<file path="config.mk">
export PLATFORM = sky130hd
export DESIGN_NAME = ysyx_22050058_pipe_ctrl
export DESIGN_NICKNAME = d
export VERILOG_FILES = /design/src/rtl/ysyx_22050058_pipe_ctrl.sv
export SDC_FILE = /design/constraint.sdc
export NUM_CORES = 1
export LEC_CHECK = 0
export BUFFER_PORTS_ARGS = -buffer_cell sky130_fd_sc_hd__buf_2
export CAP_MARGIN = 25
export CORE_ASPECT_RATIO = 1.75
export CORE_MARGIN = 2
export CORE_UTILIZATION = 40
export CTS_BUF_LIST = sky130_fd_sc_hd__clkbuf_4 sky130_fd_sc_hd__clkbuf_8
export DETAILED_ROUTE_END_ITERATION = 8
export PLACE_DENSITY = 0.65
export SYNTH_ARGS = -nofsm -noshare
export SYNTH_HDL_FRONTEND = slang
export SYNTH_SLANG_ARGS = --single-unit
</file>
<file path="constraint.sdc">
create_clock -name clk -period 5.05 [get_ports clk]
set_input_delay 0.505 -clock clk [delete_from_list [all_inputs] [get_ports clk]]
set_output_delay 0.505 -clock clk [all_outputs]
set_load 0.05 [all_outputs]
</file>
<file path="src/rtl/ysyx_22050058_pipe_ctrl.sv">
// Pipeline control for the 5-stage RV64 core: stall merging, EX redirect sequencing,
// simulation-stop halt, stall watchdog and performance counters.
module ysyx_22050058_pipe_ctrl #(
    parameter int unsigned XLEN          = 64,
    parameter int unsigned STALL_TIMEOUT = 1024,
    parameter int unsigned CNT_W         = 32
) (
    input  logic            clk,
    input  logic            rst,
    input  logic            stallreq_if_i,
    input  logic            stallreq_id_i,
    input  logic            stallreq_ex_i,
    input  logic            stallreq_mem_i,
    input  logic            ex_isjump_i,
    input  logic [XLEN-1:0] ex_jumpaddr_i,
    input  logic            wb_dpicstop_i,
    output logic [5:0]      stall_o,
    output logic            flush_o,
    output logic            redirect_valid_o,
    output logic [XLEN-1:0] redirect_pc_o,
    output logic            halted_o,
    output logic            hang_o,
    output logic [CNT_W-1:0] stall_cnt_o,
    output logic [CNT_W-1:0] flush_cnt_o
);

    localparam int unsigned WD_W = $clog2(STALL_TIMEOUT + 1);
    localparam logic [WD_W-1:0] WD_LIMIT = WD_W'(STALL_TIMEOUT);

    typedef enum logic [1:0] {StRun, StFlush, StHalt} state_e;

    state_e            r_state;
    state_e            w_state_next;
    logic [5:0]        w_stall;
    logic              w_flush;
    logic              w_redir;
    logic              w_accept;
    logic              w_stalled;
    logic [XLEN-1:0]   r_tgt;
    logic [WD_W-1:0]   r_wd;
    logic [WD_W-1:0]   w_wd_next;
    logic              r_hang;
    logic [CNT_W-1:0]  r_stall_cnt;
    logic [CNT_W-1:0]  r_flush_cnt;

    always_comb begin
        w_stall      = 6'b000000;
        w_flush      = 1'b0;
        w_redir      = 1'b0;
        w_accept     = 1'b0;
        w_state_next = r_state;
        unique case (r_state)
            StRun: begin
                if (stallreq_mem_i) begin
                    w_stall = 6'b011111;
                end else if (stallreq_ex_i) begin
                    w_stall = 6'b001111;
                end else if (stallreq_id_i) begin
                    w_stall = 6'b000111;
                end else if (stallreq_if_i) begin
                    w_stall = 6'b000011;
                end
                // IF/ID holds do not block a resolved jump; the flush discards them anyway
                w_accept = ex_isjump_i && !stallreq_ex_i && !stallreq_mem_i && !wb_dpicstop_i;
                if (wb_dpicstop_i) begin
                    w_state_next = StHalt;
                end else if (w_accept) begin
                    w_state_next = StFlush;
                end
            end
            StFlush: begin
                if (wb_dpicstop_i) begin
                    w_state_next = StHalt;
                    if (stallreq_mem_i) begin
                        w_stall = 6'b011111;
                    end
                end else if (stallreq_mem_i) begin
                    w_stall = 6'b011111;
                end else begin
                    // Younger stage requests belong to wrong-path instructions
                    w_flush      = 1'b1;
                    w_redir      = 1'b1;
                    w_state_next = StRun;
                end
            end
            StHalt: begin
                w_stall = 6'b111111;
            end
            default: begin
                w_state_next = StRun;
            end
        endcase
    end

    always_ff @(posedge clk or posedge rst) begin
        if (rst) begin
            r_state <= StRun;
        end else begin
            r_state <= w_state_next;
        end
    end

    always_ff @(posedge clk or posedge rst) begin
        if (rst) begin
            r_tgt <= '0;
        end else if (w_accept) begin
            r_tgt <= ex_jumpaddr_i;
        end
    end

    assign w_stalled = |w_stall;

    always_comb begin
        w_wd_next = r_wd;
        if (r_state != StHalt) begin
            if (!w_stalled) begin
                w_wd_next = '0;
            end else if (r_wd != WD_LIMIT) begin
                w_wd_next = r_wd + 1'b1;
            end
        end
    end

    always_ff @(posedge clk or posedge rst) begin
        if (rst) begin
            r_wd   <= '0;
            r_hang <= 1'b0;
        end else begin
            r_wd <= w_wd_next;
            if (w_wd_next == WD_LIMIT) begin
                r_hang <= 1'b1;
            end
        end
    end

    always_ff @(posedge clk or posedge rst) begin
        if (rst) begin
            r_stall_cnt <= '0;
            r_flush_cnt <= '0;
        end else begin
            if ((r_state == StRun) && w_stalled) begin
                r_stall_cnt <= r_stall_cnt + 1'b1;
            end
            if (w_flush) begin
                r_flush_cnt <= r_flush_cnt + 1'b1;
            end
        end
    end

    assign stall_o          = w_stall;
    assign flush_o          = w_flush;
    assign redirect_valid_o = w_redir;
    assign redirect_pc_o    = w_redir ? r_tgt : '0;
    assign halted_o         = (r_state == StHalt);
    assign hang_o           = r_hang;
    assign stall_cnt_o      = r_stall_cnt;
    assign flush_cnt_o      = r_flush_cnt;

endmodule

</file>
==> metrics.md <==
| Metric | Value |
|---|---|
| Syn avg cell area | 11.4 um^2 |
| Core Box Area | 0.0163 mm^2 |
| Pwr dens | 369 mW/mm^2 |
| Post-CTS Resized | 0 |
| Most common cell in the netlist | dfrtp_1 |
| Wire per inst | 15.8 um |
| R2r worst-path depth | 6 |
| 1st-pass router iterations | 4 |
| Slew @ Worst Pin | 0.822 ns |
| Setup Skew | 0.0170 ns |
| Via density per instance | 5.11 |
| Top_reg_cell synth | dfrtp_1 |
| Final hold viol count | 0 |
| FP Rows | 62 |
| Status | finished, final reports clean |
| Crit-path cells | nor4b_4 -> buf_4 -> and2_1 -> buf_2 |
| Detail Placement HPWL | 11400 um |
| Max IR drop VDD | 0.155 mV |
| Commonest cells post-synth | dfrtp_1, and2_1, mux2_2 |
| Initial Util | 40.5% |
| Port Buf Inserts | 209 |
| Mapped cell area | 0.00660 mm^2 |
| CTS Buf Count | 17 |
| Number of synthesized flops with an enable pin | 0 |
| Startpoint Class | register |
| Yosys warns | 0 |
| Chip height | 174 um |
| Top-area cell type share of the netlist area | 53.8% |
| Full die area | 0.0176 mm^2 |
| Detailed-route via count | 5031 |
| CP bufs+invs | 2 |
| Antenna violations before repair | 0 |
| Synthesized net count | 655 |
| Synth cell types | 48 |
| Area after DPL | 0.00780 mm^2 |
| Leading post-synthesis cells by cell area | dfrtp_1, mux2_2, and2_1 |
| Vias in the first global route | 5328 |
| Crit path depth | 4 |
| Share of layout cells above drive strength 1 | 40.0% |
| HP Class | in2async |
| Post-route ant nets | 0 |
| Bufs on Longest Clock Path | 2 |
| Arrival time worst endpoint | 2.29 ns |
| Critical Path Source | r_state[1] |
| Max Fclk | 358 MHz |
| Worst EP required | 4.55 ns |
| Asr flop ratio synth | 100% |
| Hold Buf Count CTS | 0 |
| Crit path capture type | output pin |
| Largest incremental delay on the critical path | 0.51 ns |
| Iteration-0 DRC Markers | 209 |
| Setup total negative slack | 0 ns |
| Mapped Cells | 579 |
| Clk_lat worst skew | 0.43 ns |
| Kind of cell adding the most delay to the critical path | buffers and inverters |
| CTS tree | done |
| Setup Buffers After CTS | 0 |
| Relative slew slack | 45.2% |
| Chip width | 101 um |
| Final period utilization | 55.3% |
| Global-route wire length before repair | 25900 um |
| Area Overhead vs Synth | 23.9% |
| Final wirelength | 15500 um |
| Final setup viols | 0 |
| Final GP Congestion | 0.813 |
| Num ports | 210 |
| Largest net degree at the start of global routing | 93 |
| Seq/Total Area, Yosys | 53.8% |
| RSZ-0062 raised after global routing | false |
| Sink Count | 142 |
| Layout net count | 856 |
| Pleak | 4.24 nW |
| Yosys top cell by area | dfrtp_1 |
| # Max-Cap Violations | 0 |
| GRT Util Overall | 18.4% |
| Final min period | 2.79 ns |
| Post-synthesis register bit count | 142 |
| H-tree Lvls | 4 |
| Antenna Cells | 0 |
| Worst-path clk slew | 0.09 ns |
| Slew Viols, Final | 0 |
| Fin area | 0.00818 mm^2 |
| WS Path Type | reg2out |
| Root Buffer | clkbuf_8 |
| GR Overflow Total | 0 |
| R2r startpoint | r_state[1] |
| Worst-path fanout max | 72 |
| DRC errors left | 0 |
| CP max stage cell | dfrtp_1 |
worst register-to-register path: stages, from the launching register on:
cell and delay [ns]:
dfrtp_1 0.51, nor4b_4 0.30, buf_4 0.50, and4_1 0.42, nand3_2 0.22, nor4_1 0.41
xor2_1 0.18
registers in the layout, summed over array words and instances (netlist names):
register	flops
flush_cnt_o	32
hang_o	1
r_state	2
r_tgt	64
r_wd	11
stall_cnt_o	32
placed cells by master (no fill, tap or decap), drive strengths merged, types with 2 or more instances in the layout:
master / n
and3: 4
ha: 4
inv: 21
or3: 2
nand2: 30
xor2: 33
o21ai: 5
xnor2: 37
and4: 8
mux2: 66
nand4: 17
nand4b: 2
nand3: 24
nor4b: 5
buf: 212
nor2: 32
clkinvlp: 3
dfrtp: 142
or2: 2
clkinv: 5
nor2b: 4
clkbuf: 19
a211oi: 2
a21oi: 3
nand2b: 4
or4: 3
nor4: 5
nor3: 17
and2: 66
metrics by stage:
| step | power [W] | hold WS (ns) | cells | utilization (%) | setup WS, ns |
|---|---|---|---|---|---|
| final | 0.00302 | 0.203 | 985 | 50.2 | 2.26 |
| after global routing | 0.00320 | 0.267 | 985 | 50.2 | 2.06 |
| after CTS | 0.00306 | 0.241 | 985 | 50.2 | 2.19 |
| after detailed placement | 0.00216 | 0.463 | 953 | 47.9 | 2.27 |
| after global placement | 0.00212 | 0.457 | 953 | 47.9 | 2.31 |
| after floorplan | 0.00199 | 0.471 | 579 | - | 0.735 |
cell type report:
class                           instances  area, um^2
Fill cell                            1508        8110
Sequential cell                       142        3550
Multi-Input combinational cell        390        2870
Timing Repair Buffer                  212        1070
Clock buffer                           19         255
Tap cell                              192         240
Clock inverter                         13         130
Inverter                               17        68.8
where the power goes:
group	switching, W	internal, W
combinational	0.000328	0.000270
clock	0.000473	0.000419
sequential	0.000170	0.00136
final timing paths:
check | end | slack, ns
setup / recovery | redirect_pc_o[6] | 2.26
hold / removal | stall_cnt_o[14] | 0.20
setup reg to reg | flush_cnt_o[29] | 2.45
hold reg to reg | stall_cnt_o[31] | 0.47
max in group asynchronous | r_tgt[16] | 3.61
min in group clk | r_tgt[54] | 0.30
per-layer routing:
| layer | GRT usage, % | wire length, um | vias up |
|---|---|---|---|
| met5 | 0 | 0 | - |
| met3 | 4.38 | 894 | 26 |
| met1 | 20.7 | 5850 | 2464 |
| met4 | 6.93 | 349 | 0 |
| met2 | 32.9 | 8440 | 174 |
| li1 | - | - | 2367 |
logic make-up (layout without fill, tap and decap cells):
logic type	after synthesis	after routing	synth area share, %
buffers and inverters	47	261	2.94
and+or+nand+nor	226	226	19.3
DFF	142	142	53.8
adders and majority gates	4	4	0.758
muxes	66	66	11.3
AOI/OAI and AO/OA	24	24	2.62
xor gates and xnor gates	70	70	9.29
Note: power is estimated with default switching activity, not from simulation.
